## src/rtl/activacion_pwl_if.sv

```systemverilog
// Stream and coefficient-load bundle for the piecewise-linear activation block.
// The slave view is the evaluator; the master view is whatever feeds it and
// consumes its results.
interface activacion_pwl_if #(
    parameter int Width = 24
);
    logic signed [Width-1:0] in_x;
    logic        [4:0]       in_seg;
    logic                    in_valid;
    logic                    in_ready;

    logic                    cfg_we;
    logic        [4:0]       cfg_addr;
    logic        [15:0]      cfg_slope;
    logic        [16:0]      cfg_icpt;

    logic        [15:0]      out_y;
    logic        [4:0]       out_seg;
    logic                    out_valid;
    logic                    out_ready;

    modport slave (
        input  in_x, in_seg, in_valid, cfg_we, cfg_addr, cfg_slope, cfg_icpt, out_ready,
        output in_ready, out_y, out_seg, out_valid
    );

    modport master (
        output in_x, in_seg, in_valid, cfg_we, cfg_addr, cfg_slope, cfg_icpt, out_ready,
        input  in_ready, out_y, out_seg, out_valid
    );
endinterface

```

## src/rtl/activacion_pwl.sv

```systemverilog
// Pipelined piecewise-linear sigmoid: y = slope[seg]*x + icpt[seg], clamped
// to [0, 1) in Q0.16. Four register ranks (capture, product, sum, output)
// so a sample accepted at edge N is presented after edge N+3. The whole pipe
// advances together and freezes while the output is held.
module activacion_pwl #(
    parameter int Width = 24,
    parameter int Frac  = 16
) (
    input  logic               clk,
    input  logic               rst,
    activacion_pwl_if.slave    bus
);
    localparam int PW = Width + 16;   // product / shifted product width
    localparam int SW = Width + 17;   // sum width, wide enough to never overflow

    // Coefficient table, one {slope, icpt} pair per segment.
    logic [15:0] slope_tbl [32];
    logic [16:0] icpt_tbl  [32];

    logic en;
    logic accept;

    logic                    s1_valid_reg;
    logic signed [Width-1:0] s1_x_reg;
    logic        [4:0]       s1_seg_reg;
    logic signed [15:0]      s1_slope_reg;
    logic signed [16:0]      s1_icpt_reg;

    logic                    s2_valid_reg;
    logic signed [PW-1:0]    s2_p_reg;
    logic signed [16:0]      s2_icpt_reg;
    logic        [4:0]       s2_seg_reg;

    logic                    s3_valid_reg;
    logic signed [SW-1:0]    s3_sum_reg;
    logic        [4:0]       s3_seg_reg;

    logic                    out_valid_reg;
    logic        [15:0]      out_y_reg;
    logic        [4:0]       out_seg_reg;

    logic signed [PW-1:0]    prod;
    logic signed [PW-1:0]    p_next;
    logic signed [SW-1:0]    sum_next;
    logic        [15:0]      sat_next;

    assign en           = !out_valid_reg || bus.out_ready;
    assign accept       = bus.in_valid && en;
    assign bus.in_ready = en;
    assign bus.out_valid = out_valid_reg;
    assign bus.out_y     = out_y_reg;
    assign bus.out_seg   = out_seg_reg;

    // Table writes; a read in the same cycle sees the pre-write contents.
    always_ff @(posedge clk or posedge rst) begin
        if (rst) begin
            for (int i = 0; i < 32; i++) begin
                slope_tbl[i] <= '0;
                icpt_tbl[i]  <= '0;
            end
        end else if (bus.cfg_we) begin
            slope_tbl[bus.cfg_addr] <= bus.cfg_slope;
            icpt_tbl[bus.cfg_addr]  <= bus.cfg_icpt;
        end
    end

    // S1: capture the sample together with its coefficients so later table
    // writes cannot reach it.
    always_ff @(posedge clk or posedge rst) begin
        if (rst) begin
            s1_valid_reg <= 1'b0;
            s1_x_reg     <= '0;
            s1_seg_reg   <= '0;
            s1_slope_reg <= '0;
            s1_icpt_reg  <= '0;
        end else if (en) begin
            s1_valid_reg <= accept;
            if (accept) begin
                s1_x_reg     <= bus.in_x;
                s1_seg_reg   <= bus.in_seg;
                s1_slope_reg <= slope_tbl[bus.in_seg];
                s1_icpt_reg  <= icpt_tbl[bus.in_seg];
            end
        end
    end

    // Full-width signed product, rescaled to Frac fraction bits (floor).
    always_comb begin
        prod   = PW'(s1_x_reg) * PW'(s1_slope_reg);
        p_next = prod >>> Frac;
    end

    // S2: scaled product and the intercept it will be added to.
    always_ff @(posedge clk or posedge rst) begin
        if (rst) begin
            s2_valid_reg <= 1'b0;
            s2_p_reg     <= '0;
            s2_icpt_reg  <= '0;
            s2_seg_reg   <= '0;
        end else if (en) begin
            s2_valid_reg <= s1_valid_reg;
            s2_p_reg     <= p_next;
            s2_icpt_reg  <= s1_icpt_reg;
            s2_seg_reg   <= s1_seg_reg;
        end
    end

    // Sign-extended sum; the extra bit guarantees no wraparound.
    always_comb begin
        sum_next = SW'(s2_p_reg) + SW'(s2_icpt_reg);
    end

    // S3: unsaturated sum.
    always_ff @(posedge clk or posedge rst) begin
        if (rst) begin
            s3_valid_reg <= 1'b0;
            s3_sum_reg   <= '0;
            s3_seg_reg   <= '0;
        end else if (en) begin
            s3_valid_reg <= s2_valid_reg;
            s3_sum_reg   <= sum_next;
            s3_seg_reg   <= s2_seg_reg;
        end
    end

    // Clamp to [0, 0xFFFF]: negative -> 0, anything above 16 bits -> all ones.
    always_comb begin
        sat_next = s3_sum_reg[15:0];
        if (s3_sum_reg[SW-1]) begin
            sat_next = 16'h0000;
        end else if (|s3_sum_reg[SW-2:16]) begin
            sat_next = 16'hFFFF;
        end
    end

    // Output register; frozen while the consumer withholds out_ready.
    always_ff @(posedge clk or posedge rst) begin
        if (rst) begin
            out_valid_reg <= 1'b0;
            out_y_reg     <= '0;
            out_seg_reg   <= '0;
        end else if (en) begin
            out_valid_reg <= s3_valid_reg;
            if (s3_valid_reg) begin
                out_y_reg   <= sat_next;
                out_seg_reg <= s3_seg_reg;
            end
        end
    end
endmodule

```

## src/flat_wrapper.sv

```systemverilog
// flat-port wrapper written by rule: the top's interface ports become plain ports
module activacion_pwl_flat 
#(
    parameter int Width = 24,
    parameter int Frac  = 16
)
  (clk, rst, bus_in_x, bus_in_seg, bus_in_valid, bus_cfg_we, bus_cfg_addr, bus_cfg_slope, bus_cfg_icpt, bus_out_ready, bus_in_ready, bus_out_y, bus_out_seg, bus_out_valid);
  activacion_pwl_if #(.Width(Width)) bus_i ();
  input  logic clk;
  input  logic rst;
  input wire logic [$bits(bus_i.in_x)-1:0] bus_in_x;
  input wire logic [$bits(bus_i.in_seg)-1:0] bus_in_seg;
  input wire logic [$bits(bus_i.in_valid)-1:0] bus_in_valid;
  input wire logic [$bits(bus_i.cfg_we)-1:0] bus_cfg_we;
  input wire logic [$bits(bus_i.cfg_addr)-1:0] bus_cfg_addr;
  input wire logic [$bits(bus_i.cfg_slope)-1:0] bus_cfg_slope;
  input wire logic [$bits(bus_i.cfg_icpt)-1:0] bus_cfg_icpt;
  input wire logic [$bits(bus_i.out_ready)-1:0] bus_out_ready;
  output wire logic [$bits(bus_i.in_ready)-1:0] bus_in_ready;
  output wire logic [$bits(bus_i.out_y)-1:0] bus_out_y;
  output wire logic [$bits(bus_i.out_seg)-1:0] bus_out_seg;
  output wire logic [$bits(bus_i.out_valid)-1:0] bus_out_valid;
  assign bus_i.in_x = bus_in_x;
  assign bus_i.in_seg = bus_in_seg;
  assign bus_i.in_valid = bus_in_valid;
  assign bus_i.cfg_we = bus_cfg_we;
  assign bus_i.cfg_addr = bus_cfg_addr;
  assign bus_i.cfg_slope = bus_cfg_slope;
  assign bus_i.cfg_icpt = bus_cfg_icpt;
  assign bus_i.out_ready = bus_out_ready;
  assign bus_in_ready = bus_i.in_ready;
  assign bus_out_y = bus_i.out_y;
  assign bus_out_seg = bus_i.out_seg;
  assign bus_out_valid = bus_i.out_valid;
  activacion_pwl #(.Width(Width), .Frac(Frac)) u_core (.clk(clk), .rst(rst), .bus(bus_i));
endmodule
```

## config.mk

```make
export PLATFORM = sky130hd
export DESIGN_NAME = activacion_pwl_flat
export DESIGN_NICKNAME = d
export VERILOG_FILES = /design/src/rtl/activacion_pwl_if.sv /design/src/rtl/activacion_pwl.sv /design/src/flat_wrapper.sv
export SDC_FILE = /design/constraint.sdc
export NUM_CORES = 2
export LEC_CHECK = 0
export BUFFER_PORTS_ARGS = -buffer_cell sky130_fd_sc_hd__buf_4
export CAP_MARGIN = 10
export CORE_UTILIZATION = 40
export CTS_CLUSTER_DIAMETER = 120
export DETAILED_ROUTE_END_ITERATION = 16
export SYNTH_ARGS = -nofsm -noshare
export SYNTH_HDL_FRONTEND = slang
export SYNTH_SLANG_ARGS = --single-unit
```

## constraint.sdc

```tcl
create_clock -name clk -period 129.9 [get_ports clk]
set_input_delay 25.98 -clock clk [delete_from_list [all_inputs] [get_ports clk]]
set_output_delay 25.98 -clock clk [all_outputs]
set_load 0.02 [all_outputs]
```

==> impl_metrics.tcl <==
set metrics [dict create \
    viasPerCell 5.45 \
    die_w_um 413 \
    cp-end-kind "output port" \
    dieArea_um2 171000 \
    synth-edff-count 0 \
    min_period_ns 53.07 \
    yosys_warnings 0 \
    cap_violations 0 \
    gr-total-overflow 0 \
    routabilityCongestion 0.816 \
    clk-insertion-delay-late_ns 0.77 \
    max_slew_margin 0.201 \
    cts_resized 0 \
    path_clk_slew_ns 0.06 \
    cts_tree "yes" \
    core_um2 168000 \
    largest_reg_flops 544 \
    die_h_um 413 \
    cts-root-buf "clkbuf_16" \
    syn_area_per_cell_um2 13.6 \
    syn_to_final_growth_pct 10.8 \
    arrival_ns 27.09 \
    cts_max_level 4 \
    synth_seq_area_share 0.451 \
    drt-pass1-iter-count 5 \
    cts.sinks 1219 \
    hold_violations 0 \
    setup_viol_count_final 0 \
    dr_total_vias 39300 \
    synth_async_sr_flop_share 1.00 \
    ant_nets 0 \
    synth_ff_type "dfrtp_1" \
    cp-start-kind "input port" \
    n_fill_cell 15100 \
    clockBufferDepth 3 \
    drt_iter0_markers 2717 \
    clock.fmax_mhz 18.8 \
    required_ns 103.92 \
    postCtsSetupBuffers 0 \
    hold_class "flop to flop" \
    grt_max_degree 145 \
    drt-total-wl_mm 173 \
    synth_nets 5540 \
    r2r_slack_ns 122.31 \
    syn_inst 4975 \
    period_share 0.409 \
    final_layout_size_suffix_gt1_frac 0.367 \
    wl_per_cell_um 24.0 \
    rr_endpoint "u_core.s2_p_reg[23]" \
    worst_pin_slew_ns 1.20 \
    io_buffer_count 94 \
    drv_slew 0 \
    fin_nets 5460 \
    std_cell_rows 150 \
    pin_count 95 \
    numCtsBuffers 133 \
    synth_cell_type_count 65 \
    grt_pass1_vias 41700 \
    synth-seq-cells 1219 \
    holdBufCountCts 0 \
    hold_depth 2 \
    finalSetupTns_ns 0 \
    rsz0062_at_grt "no" \
    drc_errors 0 \
    status "finished, final reports clean" \
    syn-cell-area_um2 67700 \
    worstSetupPathType "input port to output port" \
    cp-endpoint "bus_in_ready" \
    grt_pass1_wl_mm 266 \
    skew_ns 0.0461 \
    antenna_found_initial 7 \
    start_util 0.404 \
    dp_hpwl_mm 99.9 \
    cp_max_fo 72 \
    setup.worst_path.start "bus_out_ready" \
    track_usage 0.208 \
    worstRegToRegCells 21 \
    r2r-start "u_core.s1_slope_reg[4]" \
]
==> layout make-up <==
class | instances | area (µm²) | share of cell area
clock inverter | 43 | 643 | 0.00858
timing repair buffer | 160 | 1240 | 0.0166
inverter | 439 | 1660 | 0.0221
multi-input combinational | 2942 | 34300 | 0.458
clock buffer | 192 | 3840 | 0.0512
tap | 2204 | 2760 | 0.0368
antenna | 3 | 7.51 | 0.000100
sequential | 1219 | 30500 | 0.407
==> worst min path at each step <==
stage	from	endpoint	slack, ns
CTS	u_core.s1_icpt_reg[14]	u_core.s2_icpt_reg[14]	0.47
detailed placement	u_core.s2_seg_reg[4]	u_core.s2_seg_reg[4]	0.46
floorplan	u_core.s3_seg_reg[0]	u_core.s3_seg_reg[0]	0.43
global route	u_core.s2_seg_reg[4]	u_core.s3_seg_reg[4]	0.48
global placement	u_core.s3_seg_reg[1]	u_core.s3_seg_reg[1]	0.45
finish	u_core.s1_icpt_reg[14]	u_core.s2_icpt_reg[14]	0.46
==> metal layers <==
layer  up-vias  part of all wire  wire length, µm  track usage
li1      16900                 -                -            -
met1     21300              0.45            78200        0.293
met5         -           0.00021               36            0
met2       834              0.48            82100        0.332
met4         6             0.023             4050       0.0566
met3       235             0.047             8180       0.0349
==> worst max-delay path: stages <==
cell and delay [ns]:
buf_4 0.12, nor2b_4 0.09, buf_4 0.57, clkinv_2 0.14, buf_4 0.19
==> Yosys cell counts, drive strengths merged, types with 7 or more instances <==
cell,count,area (µm²)
mux2i,33,330
nand2b,15,93.8
a211oi,8,65.1
ha,119,1490
a21oi,59,295
inv,439,1650
nor3,12,60.1
clkbuf,290,1090
dfrtp,1219,30500
nand2,409,1540
and2,149,932
xor2,16,140
buf,85,320
fa,374,7490
o21ai,69,345
mux2,1091,12300
mux4,330,7430
o21a,12,90.1
xnor2,29,254
o31ai,26,200
nor2,102,383
nand4,7,43.8
nor2b,7,51.3
==> cells in the final DEF (no fill, tap or decap), types with 33 or more instances in the layout <==
master	count
fa_1	374
a21oi_1	59
buf_4	155
o21ai_0	66
mux2_2	1091
clkbuf_16	133
ha_1	119
nand2_1	392
mux2i_1	33
nor2_1	86
mux4_2	330
inv_1	437
and2_1	149
dfrtp_1	1219
==> per-stage QoR <==
step	setup WS, ns	cells	util	area, µm²	hold slack, ns
6_report	76.83	7202	0.447	75000	0.460
5_1_grt	76.73	7199	0.447	75000	0.482
4_1_cts	76.78	7198	0.447	75000	0.466
3_5_place_dp	76.79	6963	0.420	70500	0.456
3_3_place_gp	76.77	6963	0.420	70500	0.449
2_1_floorplan	69.57	4975	-	67700	0.435
==> kinds of logic (layout without fill, tap and decap cells) <==
kind of cell	count (synthesis)	count (layout)	synth area share
muxes	1454	1454	0.296
xor gates and xnor gates	45	45	0.00582
adders and majority gates	493	493	0.133
buffers and inverters	814	834	0.0452
AOI/OAI and AO/OA	217	217	0.0203
and+or+nand+nor	733	733	0.0491
DFF	1219	1219	0.451
other	0	3	0
Power is left out: the tool's default activity adds up to more than one toggle a clock period on the data nets, which glitch-free logic cannot reach.
